**src/rtl/butterfly_inverse.sv**
```systemverilog
`timescale 1ns/1ps
`default_nettype none
// ============================================================================
// Module      : butterfly_inverse
// Description : Pipelined inverse radix-2 butterfly. Takes the two outputs
//               of a forward butterfly (x0 = A+BW, x1 = A-BW) and the same
//               twiddle W, and rebuilds the operand pair:
//                 A = (x0+x1)/2,  B = conj(W)*(x0-x1)/2
//               Three register stages with valid/ready flow control. Bubbles
//               collapse, so the pipe holds up to three sets under a stall.
// Ports       : clk        rising-edge clock
//               rst_n      asynchronous active-low reset
//               in_valid   input set valid
//               in_ready   block accepts the set this cycle
//               in_x0      forward out0, packed {re, im}, Q1.(HALF-1) halves
//               in_x1      forward out1, packed {re, im}
//               in_w       twiddle used by the forward pass, packed {re, im}
//               in_last    sideband, carried with the data
//               out_valid  output set valid
//               out_ready  downstream accepts
//               out_a      reconstructed A, packed {re, im}
//               out_b      reconstructed B, packed {re, im}
//               out_last   in_last of the same set
// Revision    : 1.0 - initial release
// ============================================================================
module butterfly_inverse #(
  parameter int WIDTH = 32
) (
  input  logic             clk,
  input  logic             rst_n,
  input  logic             in_valid,
  output logic             in_ready,
  input  logic [WIDTH-1:0] in_x0,
  input  logic [WIDTH-1:0] in_x1,
  input  logic [WIDTH-1:0] in_w,
  input  logic             in_last,
  output logic             out_valid,
  input  logic             out_ready,
  output logic [WIDTH-1:0] out_a,
  output logic [WIDTH-1:0] out_b,
  output logic             out_last
);

  localparam int HALF = WIDTH / 2;
  localparam int PW   = 2 * HALF;

  // --------------------------------------------------------------------------
  // Flow control: a stage may load whenever the stage below it can move or
  // it is itself empty, which lets bubbles be squeezed out under a stall.
  // --------------------------------------------------------------------------
  logic v1, v2, v3;
  logic adv1, adv2, adv3;

  assign adv3      = out_ready | ~v3;
  assign adv2      = adv3 | ~v2;
  assign adv1      = adv2 | ~v1;
  assign in_ready  = adv1;
  assign out_valid = v3;

  // --------------------------------------------------------------------------
  // Stage 1: sum and difference at HALF+1 bits so nothing wraps, then halve.
  // Dropping bit 0 is the arithmetic shift right by one (floor).
  // --------------------------------------------------------------------------
  logic signed [HALF:0] sum_r, sum_i, dif_r, dif_i;

  assign sum_r = {in_x0[WIDTH-1], in_x0[WIDTH-1:HALF]} + {in_x1[WIDTH-1], in_x1[WIDTH-1:HALF]};
  assign sum_i = {in_x0[HALF-1],  in_x0[HALF-1:0]}     + {in_x1[HALF-1],  in_x1[HALF-1:0]};
  assign dif_r = {in_x0[WIDTH-1], in_x0[WIDTH-1:HALF]} - {in_x1[WIDTH-1], in_x1[WIDTH-1:HALF]};
  assign dif_i = {in_x0[HALF-1],  in_x0[HALF-1:0]}     - {in_x1[HALF-1],  in_x1[HALF-1:0]};

  logic [WIDTH-1:0] s1_a, s1_bw, s1_w;
  logic             s1_last;

  always_ff @(posedge clk or negedge rst_n) begin
    if (!rst_n) begin
      v1      <= 1'b0;
      s1_a    <= '0;
      s1_bw   <= '0;
      s1_w    <= '0;
      s1_last <= 1'b0;
    end else if (adv1) begin
      v1 <= in_valid;
      if (in_valid) begin
        s1_a    <= {sum_r[HALF:1], sum_i[HALF:1]};
        s1_bw   <= {dif_r[HALF:1], dif_i[HALF:1]};
        s1_w    <= in_w;
        s1_last <= in_last;
      end
    end
  end

  // --------------------------------------------------------------------------
  // Stage 2: the four partial products of conj(W) * BW, full precision.
  // --------------------------------------------------------------------------
  logic signed [HALF-1:0] w_r, w_i, bw_r, bw_i;
  logic signed [PW-1:0]   p_rr, p_ii, p_ri, p_ir;

  assign w_r  = s1_w[WIDTH-1:HALF];
  assign w_i  = s1_w[HALF-1:0];
  assign bw_r = s1_bw[WIDTH-1:HALF];
  assign bw_i = s1_bw[HALF-1:0];

  assign p_rr = PW'(w_r) * PW'(bw_r);
  assign p_ii = PW'(w_i) * PW'(bw_i);
  assign p_ri = PW'(w_r) * PW'(bw_i);
  assign p_ir = PW'(w_i) * PW'(bw_r);

  logic [WIDTH-1:0]     s2_a;
  logic signed [PW-1:0] s2_prr, s2_pii, s2_pri, s2_pir;
  logic                 s2_last;

  always_ff @(posedge clk or negedge rst_n) begin
    if (!rst_n) begin
      v2      <= 1'b0;
      s2_a    <= '0;
      s2_prr  <= '0;
      s2_pii  <= '0;
      s2_pri  <= '0;
      s2_pir  <= '0;
      s2_last <= 1'b0;
    end else if (adv2) begin
      v2 <= v1;
      if (v1) begin
        s2_a    <= s1_a;
        s2_prr  <= p_rr;
        s2_pii  <= p_ii;
        s2_pri  <= p_ri;
        s2_pir  <= p_ir;
        s2_last <= s1_last;
      end
    end
  end

  // --------------------------------------------------------------------------
  // Stage 3: combine products one bit wider, then take the Q1.(HALF-1) slice.
  // The top bits are discarded, so overflow wraps like the forward butterfly.
  // --------------------------------------------------------------------------
  logic signed [PW:0] br_sum, bi_sum;

  assign br_sum = (PW+1)'(s2_prr) + (PW+1)'(s2_pii);
  assign bi_sum = (PW+1)'(s2_pri) - (PW+1)'(s2_pir);

  always_ff @(posedge clk or negedge rst_n) begin
    if (!rst_n) begin
      v3       <= 1'b0;
      out_a    <= '0;
      out_b    <= '0;
      out_last <= 1'b0;
    end else if (adv3) begin
      v3 <= v2;
      if (v2) begin
        out_a    <= s2_a;
        out_b    <= {br_sum[PW-2:HALF-1], bi_sum[PW-2:HALF-1]};
        out_last <= s2_last;
      end
    end
  end

  // Bits deliberately dropped by the shift and slice operations above.
  logic unused_bits;
  assign unused_bits = ^{sum_r[0], sum_i[0], dif_r[0], dif_i[0],
                         br_sum[PW:PW-1], br_sum[HALF-2:0],
                         bi_sum[PW:PW-1], bi_sum[HALF-2:0]};

endmodule
`default_nettype wire

```
**config.mk**
```make
export PLATFORM = sky130hd
export DESIGN_NAME = butterfly_inverse
export DESIGN_NICKNAME = d
export VERILOG_FILES = /design/src/rtl/butterfly_inverse.sv
export SDC_FILE = /design/constraint.sdc
export NUM_CORES = 2
export LEC_CHECK = 0
export BUFFER_PORTS_ARGS = -buffer_cell sky130_fd_sc_hd__buf_2
export CORE_MARGIN = 2
export CORE_UTILIZATION = 55
export CTS_CLUSTER_SIZE = 20
export DETAILED_ROUTE_END_ITERATION = 8
export PLACE_DENSITY = 0.72
export SYNTH_ARGS = -nofsm -noshare
export SYNTH_HDL_FRONTEND = slang
export SYNTH_SLANG_ARGS = --single-unit
export TNS_END_PERCENT = 5
```
**constraint.sdc**
```tcl
create_clock -name clk -period 8.8 [get_ports clk]
set_clock_uncertainty 0.15 [all_clocks]
set_input_delay 0.44 -clock clk [delete_from_list [all_inputs] [get_ports clk]]
set_output_delay 0.44 -clock clk [all_outputs]
set_load 0.1 [all_outputs]
```
==> flow_summary_export.csv <==
group,metric,value,unit
grt,grt_usage,29.1,%
die,coreArea,0.0983,mm²
sta,slew_violations,0,
grt,grt_pass1_vias,43600,
yosys,seq_area_frac_synth,14.8,%
worst_setup_path,worstSetupEndpointType,"register",
worst_setup_path,worst-setup-path-type,"register to register",
min_path,holdCritStartpoint,"in_w[31]",
finish,area_growth,7.31,%
yosys,synthFlopType,"dfrtp_1",
cts,cts_tree,"built",
grt,gr-total-overflow,0,
worst_setup_path,cp.arrival,7910,ps
cts,path_clk_slew,60,ps
grt,grt_max_degree,89,
worst_setup_path,rrSetupSlack,1200,ps
cts,cts.path.max_buffers,3,
grt,grt_pass1_wl,233000,µm
sta,holdWs,52.8,ps
min_path,holdCritPathClass,"primary input to register",
yosys,synth_edf_count,0,
sta,fmax,132,MHz
yosys,synth.largest_area_cell,"fa_1",
die,io-pin-count,168,
finish,nets,7621,
die,die_h,319,µm
routing,drc_errors,0,
yosys,yosysTopAreaCellShare,37.8,%
routing,first_pass_iters,5,
placement,numPortBuffers,167,
finish,diodes,0,
job,drv_cap,0,
worst_setup_path,cp.required,9100,ps
sta,tightestPinTransition,1310,ps
sta,slew_headroom,12.8,%
sta,period_minus_slack,7600,ps
placement,dpl.hpwl,112000,µm
worst_setup_path,startpoint_type,"register",
outcome,status,"finished clean",
cts,htree_levels,2,
worst_setup_path,worst-path-max-fanout,25,
finish,fillerInstances,8509,
yosys,async_reset_ff_share,100,%
yosys,yosys_warnings,0,
sta,hold_viol,0,
die,start_util,55.5,%
yosys,syn_area,0.0545,mm²
grt,gr-usage-met1,39.0,%
yosys,synth_area_leaders,"fa_1 (38%), dfrtp_1 (15%), ha_1 (10%), inv_1 (8.5%), nand2_1 (6.7%)",
routing,routed_wl,141000,µm
yosys,avgSynthCellArea,9.10,µm²
routing,drt-vias-per-instance,5.48,
placement,place_area,0.0567,mm²
min_path,min_to,"s1_w[31]",
yosys,syn_inst,5991,
grt,antenna_found_initial,9,
sta,tns,0,ps
finish,utilization,59.5,%
placement,gp_congestion,0.925,
yosys,synth_cell_type_count,72,
grt,gr-usage-met2,47.4,%
yosys,synth_nets,7558,
routing,drt-initial-drc-count,2710,
die,die_x,319,µm
sta,fin_crit_sh,86.4,%
sta,setup-violations-final,0,
cts,clock_sinks,322,
grt,busiest_layer,"met2",
finish,finalInstanceArea,0.0585,mm²
routing,wire_per_inst,19.2,µm
worst_setup_path,reg2reg_to,"s2_prr[29]",
yosys,synth-seq-cells,322,
min_path,whs_path_depth,3,
die,num_rows,115,
cts,root_buffer,"clkbuf_16",
die,die_area,0.102,mm²
sta,rsz0062_at_grt,"false",
cts,cts_made_buffers,40,
routing,ant_nets,0,
cts,clock_latency,610,ps
finish,drive_gt1_share,6.44,%
grt,grt_util_met3,4.71,%
worst_setup_path,r2r-start,"s1_bw[17]",
worst_setup_path,r2r_cells,22,
routing,num_vias,40400,
==> synth_stat cells (all sizes together), types with 43 or more instances <==
library cell,n
inv,1241
fa,1028
nand2,980
and2,487
ha,438
dfrtp,322
clkbuf,261
o21ai,249
a21oi,146
xnor2,145
nor2,134
xor2,77
a21o,65
nand2b,43
==> critical path, stage by stage, from the launching register on <==
cell and delay (ps):
dfrtp_1 740, buf_4 360, nand2_1 130, inv_1 110
fa_1 730, inv_1 110, fa_1 760, inv_1 250
fa_1 510, fa_1 500, fa_1 490, inv_1 50
fa_1 470, inv_1 40, ha_1 350, and4_1 240
and2_1 160, and4_1 190, o2bb2ai_1 160, or4_1 440
a31oi_1 220, xor2_1 190, o21ai_0 100
==> routing by layer <==
metal  up-vias  wire, µm
met3       350      9870
met2      1328     66600
met1     20600     58300
met4         6      6400
li1      18100         -
met5         -        35
==> worst max-delay path by stage <==
stage	end	startpoint	cells past startpoint	slack, ps
final	s2_prr[29]	s1_bw[17]	22	1200
after global routing	s2_prr[29]	s1_bw[17]	22	940
after CTS	s2_prr[29]	s1_bw[17]	22	1230
after detailed placement	s2_prr[29]	s1_bw[17]	22	1280
after global placement	s2_prr[29]	s1_bw[17]	22	1470
after floorplan	s2_pir[29]	s1_w[15]	24	2190
==> per-stage QoR <==
stage                     setup slack, ps  std cells
final                                1200       7370
after global placement               1470       7265
after floorplan                      2190       5991
after CTS                            1230       7370
after global routing                  937       7370
after detailed placement             1280       7265
==> registers in the layout, indices dropped and copies added (netlist names), 31 cells and up <==
| register | flops |
|---|---|
| s2_pri | 31 |
| s1_bw | 32 |
| out_a | 32 |
| s1_w | 32 |
| out_b | 32 |
| s1_a | 32 |
| s2_pii | 31 |
| s2_prr | 31 |
| s2_a | 32 |
| s2_pir | 31 |
==> what timing repair did <==
item                                   CTS  global route
setup endpoints to repair                0             0
buffers inserted                         0             0
resized for setup                        0             0
hold buffers                            34             0
endpoints found under the hold margin  114             0
==> final cells by class <==
cell class	count	area [µm²]	share of cell area (%)
inverter	1241	4660	7.96
clock buffer	52	1150	1.96
sequential	322	8070	13.8
timing repair buffer	294	1910	3.26
tap	1287	1610	2.75
clock inverter	19	310	0.531
multi-input combinational	4155	40800	69.7
==> cell usage in the layout (no fill, tap or decap), drive strengths merged, types with 43 or more instances in the layout <==
cell	n
nand2b	43
fa	1028
inv	1243
ha	438
a21o	65
dfrtp	322
o21ai	249
a21oi	146
xor2	77
nand2	980
and2	487
xnor2	145
clkbuf	52
nor2	134
buf	260
==> logic make-up (layout without fill, tap and decap cells) <==
group,Yosys count,count (layout),share of synthesized area (%)
compound gates,650,650,7.40
xor+xnor,222,222,3.57
fa+ha+maj,1466,1466,47.8
buf+inv,1514,1606,10.4
flops,322,322,14.8
mux,38,38,0.780
simple gates,1779,1779,15.2
Power is not shown: default switching activity piles up to over one toggle a cycle in this logic, so the estimate is an artifact.
